===== src/rtl/sdram_init_cfg.sv =====
// SDRAM power-up initialiser: power-up wait, precharge-all, N auto-refreshes and MRS,
// then a runtime PALL+MRS reload path for changing the mode word after init.
module sdram_init_cfg #(
    parameter int          ADDR_WIDTH      = 13,
    parameter int          BA_WIDTH        = 2,
    parameter int          POWER_UP_CYCLES = 20000,
    parameter int          TRP_CYCLES      = 3,
    parameter int          TRC_CYCLES      = 9,
    parameter int          TMRD_CYCLES     = 2,
    parameter int          REFRESH_COUNT   = 8,
    parameter logic [2:0]  CAS_LATENCY     = 3'd3,
    parameter logic        BURST_TYPE      = 1'b0,
    parameter logic [2:0]  BURST_LENGTH    = 3'd0,
    parameter logic        WRITE_BURST     = 1'b1
) (
    input  logic                  clock,
    input  logic                  reset,
    input  logic                  enable,
    input  logic                  reload,
    input  logic [9:0]            reload_mode,
    output logic                  busy,
    output logic                  end_init,
    output logic                  dram_cke,
    output logic [ADDR_WIDTH-1:0] dram_addr,
    output logic [BA_WIDTH-1:0]   dram_ba,
    output logic                  dram_cs_n,
    output logic                  dram_ras_n,
    output logic                  dram_cas_n,
    output logic                  dram_we_n
);

    localparam int PU_W    = (POWER_UP_CYCLES > 1) ? $clog2(POWER_UP_CYCLES + 1) : 1;
    localparam int RF_W    = (REFRESH_COUNT > 1) ? $clog2(REFRESH_COUNT + 1) : 1;
    localparam int DLY_MAX = (TRP_CYCLES > TRC_CYCLES)
                           ? ((TRP_CYCLES > TMRD_CYCLES) ? TRP_CYCLES : TMRD_CYCLES)
                           : ((TRC_CYCLES > TMRD_CYCLES) ? TRC_CYCLES : TMRD_CYCLES);
    localparam int DL_W    = (DLY_MAX > 2) ? $clog2(DLY_MAX - 1) : 1;

    // Wait counters count down to zero, so each wait state is loaded with (spacing - 2).
    localparam logic [PU_W-1:0] PU_LOAD  = PU_W'(POWER_UP_CYCLES - 1);
    localparam logic [DL_W-1:0] RP_LOAD  = DL_W'((TRP_CYCLES  > 1) ? TRP_CYCLES  - 2 : 0);
    localparam logic [DL_W-1:0] RC_LOAD  = DL_W'((TRC_CYCLES  > 1) ? TRC_CYCLES  - 2 : 0);
    localparam logic [DL_W-1:0] MRD_LOAD = DL_W'((TMRD_CYCLES > 1) ? TMRD_CYCLES - 2 : 0);
    localparam logic [RF_W-1:0] REF_LAST = RF_W'(REFRESH_COUNT);

    localparam logic [9:0] MODE_DEFAULT = {WRITE_BURST, 2'b00, CAS_LATENCY, BURST_TYPE, BURST_LENGTH};

    localparam logic [3:0] CMD_NOP  = 4'b0111;
    localparam logic [3:0] CMD_PALL = 4'b0010;
    localparam logic [3:0] CMD_AREF = 4'b0001;
    localparam logic [3:0] CMD_MRS  = 4'b0000;

    typedef enum logic [3:0] {
        S_IDLE,
        S_POWER_UP,
        S_PALL,
        S_WAIT_RP,
        S_AREF,
        S_WAIT_RC,
        S_MRS,
        S_WAIT_MRD,
        S_DONE
    } state_t;

    state_t                state, state_nxt;
    logic [PU_W-1:0]       pu_cnt, pu_cnt_nxt;
    logic [DL_W-1:0]       dly_cnt, dly_cnt_nxt;
    logic [RF_W-1:0]       ref_cnt, ref_cnt_nxt;
    logic [9:0]            mode_reg, mode_nxt;
    logic                  reload_flag, reload_flag_nxt;

    logic [3:0]            cmd_q, cmd_nxt;
    logic [ADDR_WIDTH-1:0] addr_q, addr_nxt;
    logic [BA_WIDTH-1:0]   ba_q, ba_nxt;
    logic                  cke_q, cke_nxt;
    logic                  busy_q, busy_nxt;
    logic                  end_q, end_nxt;

    always_ff @(posedge clock) begin
        if (reset) begin
            state       <= S_IDLE;
            pu_cnt      <= '0;
            dly_cnt     <= '0;
            ref_cnt     <= '0;
            mode_reg    <= MODE_DEFAULT;
            reload_flag <= 1'b0;
            cmd_q       <= CMD_NOP;
            addr_q      <= '0;
            ba_q        <= '0;
            cke_q       <= 1'b0;
            busy_q      <= 1'b0;
            end_q       <= 1'b0;
        end else begin
            state       <= state_nxt;
            pu_cnt      <= pu_cnt_nxt;
            dly_cnt     <= dly_cnt_nxt;
            ref_cnt     <= ref_cnt_nxt;
            mode_reg    <= mode_nxt;
            reload_flag <= reload_flag_nxt;
            cmd_q       <= cmd_nxt;
            addr_q      <= addr_nxt;
            ba_q        <= ba_nxt;
            cke_q       <= cke_nxt;
            busy_q      <= busy_nxt;
            end_q       <= end_nxt;
        end
    end

    always_comb begin
        state_nxt       = state;
        pu_cnt_nxt      = pu_cnt;
        dly_cnt_nxt     = dly_cnt;
        ref_cnt_nxt     = ref_cnt;
        mode_nxt        = mode_reg;
        reload_flag_nxt = reload_flag;

        case (state)
            S_IDLE: begin
                if (enable) begin
                    state_nxt   = S_POWER_UP;
                    pu_cnt_nxt  = PU_LOAD;
                    ref_cnt_nxt = '0;
                end
            end
            S_POWER_UP: begin
                if (pu_cnt == '0) state_nxt = S_PALL;
                else              pu_cnt_nxt = pu_cnt - 1'b1;
            end
            // A spacing of one cycle skips the wait state entirely.
            S_PALL: begin
                if (TRP_CYCLES > 1) begin
                    state_nxt   = S_WAIT_RP;
                    dly_cnt_nxt = RP_LOAD;
                end else begin
                    state_nxt = reload_flag ? S_MRS : S_AREF;
                end
            end
            S_WAIT_RP: begin
                if (dly_cnt == '0) state_nxt = reload_flag ? S_MRS : S_AREF;
                else               dly_cnt_nxt = dly_cnt - 1'b1;
            end
            S_AREF: begin
                ref_cnt_nxt = ref_cnt + 1'b1;
                if (TRC_CYCLES > 1) begin
                    state_nxt   = S_WAIT_RC;
                    dly_cnt_nxt = RC_LOAD;
                end else begin
                    state_nxt = (ref_cnt_nxt == REF_LAST) ? S_MRS : S_AREF;
                end
            end
            S_WAIT_RC: begin
                if (dly_cnt == '0) state_nxt = (ref_cnt == REF_LAST) ? S_MRS : S_AREF;
                else               dly_cnt_nxt = dly_cnt - 1'b1;
            end
            S_MRS: begin
                if (TMRD_CYCLES > 1) begin
                    state_nxt   = S_WAIT_MRD;
                    dly_cnt_nxt = MRD_LOAD;
                end else begin
                    state_nxt = S_DONE;
                end
            end
            S_WAIT_MRD: begin
                if (dly_cnt == '0) state_nxt = S_DONE;
                else               dly_cnt_nxt = dly_cnt - 1'b1;
            end
            S_DONE: begin
                if (reload) begin
                    state_nxt       = S_PALL;
                    mode_nxt        = reload_mode;
                    reload_flag_nxt = 1'b1;
                end
            end
            default: state_nxt = S_IDLE;
        endcase

        if (state_nxt == S_DONE) reload_flag_nxt = 1'b0;

        // Outputs are decoded from the next state so the pins change on the same edge as the state.
        cmd_nxt  = CMD_NOP;
        addr_nxt = '0;
        ba_nxt   = '0;
        cke_nxt  = (state_nxt != S_IDLE);
        busy_nxt = (state_nxt != S_IDLE) && (state_nxt != S_DONE);
        end_nxt  = (state_nxt == S_DONE);
        case (state_nxt)
            S_PALL: begin
                cmd_nxt      = CMD_PALL;
                addr_nxt[10] = 1'b1;
            end
            S_AREF:  cmd_nxt = CMD_AREF;
            S_MRS: begin
                cmd_nxt       = CMD_MRS;
                addr_nxt[9:0] = mode_nxt;
            end
            default: cmd_nxt = CMD_NOP;
        endcase
    end

    assign {dram_cs_n, dram_ras_n, dram_cas_n, dram_we_n} = cmd_q;
    assign dram_addr = addr_q;
    assign dram_ba   = ba_q;
    assign dram_cke  = cke_q;
    assign busy      = busy_q;
    assign end_init  = end_q;

endmodule


===== config.mk =====
export PLATFORM = sky130hd
export DESIGN_NAME = sdram_init_cfg
export DESIGN_NICKNAME = d
export VERILOG_FILES = /design/src/rtl/sdram_init_cfg.sv
export SDC_FILE = /design/constraint.sdc
export NUM_CORES = 1
export LEC_CHECK = 0
export ABC_AREA = 1
export CORE_MARGIN = 8
export CORE_UTILIZATION = 56
export CTS_BUF_LIST = sky130_fd_sc_hd__clkbuf_2 sky130_fd_sc_hd__clkbuf_4 sky130_fd_sc_hd__clkbuf_8
export DETAILED_ROUTE_END_ITERATION = 8
export PLACE_DENSITY = 0.92
export SLEW_MARGIN = 25
export SYNTH_ARGS = -nofsm -noshare
export SYNTH_HDL_FRONTEND = slang
export SYNTH_SLANG_ARGS = --single-unit

===== constraint.sdc =====
create_clock -name clock -period 2.05 [get_ports clock]
set_input_delay 0.205 -clock clock [delete_from_list [all_inputs] [get_ports clock]]
set_output_delay 0.205 -clock clock [all_outputs]
set_load 0.05 [all_outputs]

# After elaboration in Yosys (flattened, before gate mapping)
# Cells that the tools add are included.
# totals
reg_bits	57
in_bits	14
output_inout_bits	22
word_cells	69
# op_classes
n_addsub	3
n_eq_ne	17
n_mux	20
bitwise	1
n_reduce_logical	15
# ops
op	count
4-bit one-hot mux with 9 select lines	1
15-bit two-way mux	2
15-bit one-hot mux with 2 select lines	1
4-bit two-way mux	7
4-bit by 3-bit equality test with 1-bit output (second input constant)	6
10-bit two-way mux	2
15-bit logical NOT	1
15-bit by 1-bit subtractor with 15-bit output (second input constant)	1
4-bit by 2-bit equality test with 1-bit output (second input constant)	3
4-bit equality test (second input constant)	3
3-bit one-hot mux with 4 select lines	1
3-bit one-hot mux with 3 select lines	1
4-bit one-hot mux with 2 select lines	1
4-bit nonzero test	2
2-bit inequality test (second input constant)	3
2-bit AND reduction	3
4-bit by 1-bit adder with 4-bit output (second input constant)	1
4-bit by 1-bit equality test with 1-bit output (second input constant)	1
4-bit logical NOT	1
2-bit two-way mux	2
4-bit inequality test (second input constant)	1
2-bit nonzero test	2
2-bit OR reduction	2
3-bit logical NOT	1
other kinds (7)	7

# Longest topological paths before layout
# Gate-level depths: netlist of run 1.
# depth
ltp_word	7
depth_mapped	12

# Worst setup path before layout of run 1
# No wires, ideal clock.
# synth_path
path_type	flip-flop to flip-flop
start	reg pu_cnt[0]
end	reg pu_cnt[4]
setup_time_ps	132
t_arrival_ps	1388
required_time_ps	1918
setup_slack_ps	529
stages_incl_launch_ff	13
n_path_buf	1
period_less_slack_ps	1521
cell_sequence	dfxtp_1 inv_1 ha_1 inv_1 nor2_1 nand2_1 nor2_2 nand2_2 nand2_2 nand2_1 buf_6 o21ai_1 a21oi_1
# synth_via
elab_chain_cells	3
elab_cells_between_ends	6
cone_classes	add/sub (1); eq/ne (1); mux (2); reduce/logical (2)
# synth_lines
item	line_no	source
start: declaration	66	logic [PU_W-1:0] pu_cnt, pu_cnt_nxt;
start signal: assignment	95	pu_cnt <= pu_cnt_nxt;
15-bit by 1-bit subtractor with 15-bit output or 15-bit logical NOT (tied branches)	127, 126	
15-bit two-way mux or 2-bit inequality test (tied branches)	--	
15-bit one-hot mux with 2 select lines or 3-bit AND reduction (tied branches)	--	
# Several ways; a longest one is shown, not always the timed one. The select of a mux whose other input is x is not followed.
# A chain may end at the register's enable or synchronous reset.

# Worst setup path after layout of run 1
# layout_path
start	reg pu_cnt[0]
end	reg pu_cnt[9]
# The elaborated chain is that of the path after synthesis.

==> metrics.md, run 1 <==
| Metric | Value |
|---|---|
| WL/cell | 13.7 um |
| Worst Setup End Kind | flip-flop |
| Non-Filler Instances | 434 |
| Clk buf depth | 2 |
| Leakage power total | 1.34 nW |
| Arrival time of the worst setup path | 2.06 ns |
| Startpoint types | flip-flop |
| CP bufs+invs | 2 |
| Max incr delay on CP | 0.33 ns |
| CP max-delay cell | dfxtp_1 |
| Cell chain of the critical path | inv_1 -> ha_1 -> inv_1 -> nor2_1 -> nand2_1 -> nor2_2 -> nand2_2 -> nand2_2 -> nand2_1 -> nand2_1 -> a21oi_1 |
| Final setup viols | 0 |
| XOR/XNOR Fraction of Synth Area | 0.0307 |
| GRT Total Usage | 0.171 |
| Dpl cells | 426 |
| Initial drt markers | 180 |
| Clk_lat worst skew | 0.32 ns |
| Post-synthesis adder-cell area fraction | 0.0293 |
| FFs w/ async S/R, synth | 0 |
| Final Max Tran Viols | 0 |
| Synth Flop Type | dfxtp_1 |
| Initial antenna violation count | 0 |
| Area delta synth->final | 16.2% |
| Min-delay worst type | reg -> reg |
| DPL Wire Length | 4.12 mm |
| I/O Buffers | 30 |
| Die area | 0.00700 mm2 |
| Starting density of the core | 0.585 |
| Synthesized cell area | 0.00256 mm2 |
| Delay-heaviest family, CP | simple AND/OR/NAND/NOR gates |
| Post-place instance area | 0.00286 mm2 |
| Layout cell share with drive strength beyond 1 | 0.0628 |
| Final Hold Vio Count | 0 |
| Compound-cell area share of the yosys netlist | 0.0893 |
| Slew HR | 0.652 |
| Kind of critical path | reg -> reg |
| DRT antenna net count | 0 |
| Post-layout minimum cycle time | 1.88 ns |
| Vias in the first global route | 2237 |
| Fin crit share | 0.915 |
| Simple-gate portion of the synthesized area | 0.307 |
| H-tree depth | 2 |
| Final Wtd Congestion | 0.905 |
| Core Area | 0.00438 mm2 |
| Die W | 83.7 um |
| GRT overflow | 0 |
| Nets | 401 |
| Largest register FFs | 15 |
| Status | complete, no violations |
| CTS Hold Bufs | 0 |
| Post-synth EDFFs | 0 |
| Fin area | 0.00298 mm2 |
| Pin count of the biggest net entering global routing | 35 |
| CTS buffer count | 5 |
| Final TNS setup | 0 ns |
| Num ports | 36 |
| TritonCTS clock tree | built |
| Worst vdd ir | 452 uV |
| DR vias | 2328 |
| Mux cell area share after synthesis | 0.0312 |
| Req. time, crit path | 2.24 ns |
| Clock transition at path regs | 0.10 ns |
| FF+latch count, synth | 54 |
| Pwr Density | 863 mW/mm2 |
| Yosys Warn Count | 0 |
| FP Rows | 24 |
| Max cap viols | 0 |
| Sequential cell area fraction in the yosys report | 0.422 |
| Root Buffer | clkbuf_8 |
| RSZ-0062 raised after global routing | no |
| Clock Skew | 0.00990 ns |
| Vias per cell | 5.36 |
| Post-CTS Resized | 0 |
| DR DRC count | 0 |
| Crit Path Max Fanout | 14 |
| Clk sinks | 54 |
| Worst-margin pin slew | 0.520 ns |
| Synthesized area per cell | 7.28 um2 |
| Antenna fix cells | 0 |
| Largest family of logic cells by synthesized area | simple AND/OR/NAND/NOR gates |
| Syn Inst Count | 352 |
| Post-synth cell types | 27 |
| Global-route wire length before repair | 10.2 mm |
| First-pass DRT Iterations | 4 |
| Final WL | 5.97 mm |
| Postcts setup bufs | 0 |
| Fmax | 533 MHz |
| Die height | 83.7 um |
| Cell mode on critical path | nand2_1 |
## worst reg2reg max path, cell delays in order, from the launching register on
cell and delay, ns:
dfxtp_1 0.33, inv_1 0.15, ha_1 0.17, inv_1 0.04, nor2_1 0.09, nand2_1 0.07
nor2_2 0.12, nand2_2 0.09, nand2_2 0.12, nand2_1 0.29, nand2_1 0.18, a21oi_1 0.09
## Yosys cell counts (2+ instances only)
library cell  number  area [um2]
a21oi_1           25         125
nor2_4             2        22.5
nand4_1            2        12.5
nor2_1            64         240
nor2_2             5        31.3
inv_1             33         124
nor3_1             3        15.0
buf_4              6        45.0
nand2_1           74         278
xnor2_1            5        43.8
dfxtp_1           54        1080
buf_6              3        33.8
nand3b_1           6        45.0
mux2i_1            8        80.1
ha_1               6        75.1
clkbuf_1           5        18.8
nand2_2            4        25.0
nor4_1             2        12.5
o21ai_0           13        65.1
inv_2              2        7.51
nand3_1           21         105
xor2_1             4        35.0
## kinds of logic after synthesis
group / Yosys count
and+or+nand+nor: 183
buffers and inverters: 49
other: 1
muxes: 8
adders and majority gates: 6
DFF: 54
AOI/OAI and AO/OA: 42
xor gates and xnor gates: 9
## report_power, final
part / internal (W) / switching (W)
combinational: 0.000230 / 0.000432
clock: 0.000371 / 0.000372
sequential: 0.00111 / 0.0000590
total: 0.00171 / 0.000863
## placed cells by master (no fill, tap or decap), types with 2 or more instances in the layout
| cell type | synthesis | routed |
|---|---|---|
| nand2_1 | 74 | 74 |
| dfxtp_1 | 54 | 54 |
| nand3b_1 | 6 | 6 |
| nor2_2 | 5 | 5 |
| buf_4 | 6 | 2 |
| nand4_1 | 2 | 2 |
| a21oi_1 | 25 | 25 |
| ha_1 | 6 | 6 |
| mux2i_1 | 8 | 8 |
| nand3_1 | 21 | 21 |
| nor4_1 | 2 | 2 |
| nor2_1 | 64 | 64 |
| xor2_1 | 4 | 4 |
| conb_1 | 1 | 5 |
| o21ai_0 | 13 | 13 |
| inv_1 | 33 | 33 |
| nor2_4 | 2 | 2 |
| xnor2_1 | 5 | 5 |
| clkbuf_8 | 0 | 5 |
| nor3_1 | 3 | 3 |
| inv_2 | 2 | 2 |
| clkdlybuf4s50_1 | 0 | 30 |
| nand2_2 | 4 | 4 |
## area by class of cell
class	instances	area [um2]
Clock buffer	5	68.8
Clock inverter	3	47.5
Fill cell	343	1410
Inverter	35	131
Multi-Input combinational cell	253	1270
Sequential cell	54	1080
Tap cell	52	65.1
Timing Repair Buffer	32	315
## worst paths after layout
| path | from | end | slack [ns] | cells past startpoint |
|---|---|---|---|---|
| worst min-delay path | mode_reg[5] | mode_reg[5] | 0.48 | 2 |
| worst min register to register | mode_reg[5] | mode_reg[5] | 0.48 | 2 |
| worst max-delay path | pu_cnt[0] | pu_cnt[9] | 0.17 | 11 |
| worst max register to register | pu_cnt[0] | pu_cnt[9] | 0.17 | 11 |
## routing by layer
layer  track usage  up-vias  routed length, um
li1              -     1157                  -
met1         0.198     1075               2590
met2         0.286       81               2910
met3        0.0439       15                328
met4        0.0785        0                138
met5             0        -                  0
## per-stage QoR
step           hold slack [ns]  setup slack, ns  utilization  total power (W)
4_1_cts                  0.484            0.211        0.679          0.00257
6_report                 0.479            0.174        0.679          0.00257
3_5_place_dp             0.460            0.254        0.653          0.00183
5_1_grt                  0.519           0.0460        0.679          0.00271
2_1_floorplan            0.342            0.529            -          0.00171
3_3_place_gp             0.446            0.343        0.653          0.00181
No activity file was read; power rests on OpenSTA's default activity.
==> inputs of run 2 (changes only) <==
ABC_CLOCK_PERIOD_IN_PS = 2050   (was not set)
==> results of run 2 <==
Final layout, timing and power as in run 1 (identical DEF).
==> inputs of run 3 (changes only) <==
CAP_MARGIN = 30   (was not set)
==> results of run 3 <==
Final layout, timing and power as in run 1 (identical DEF).
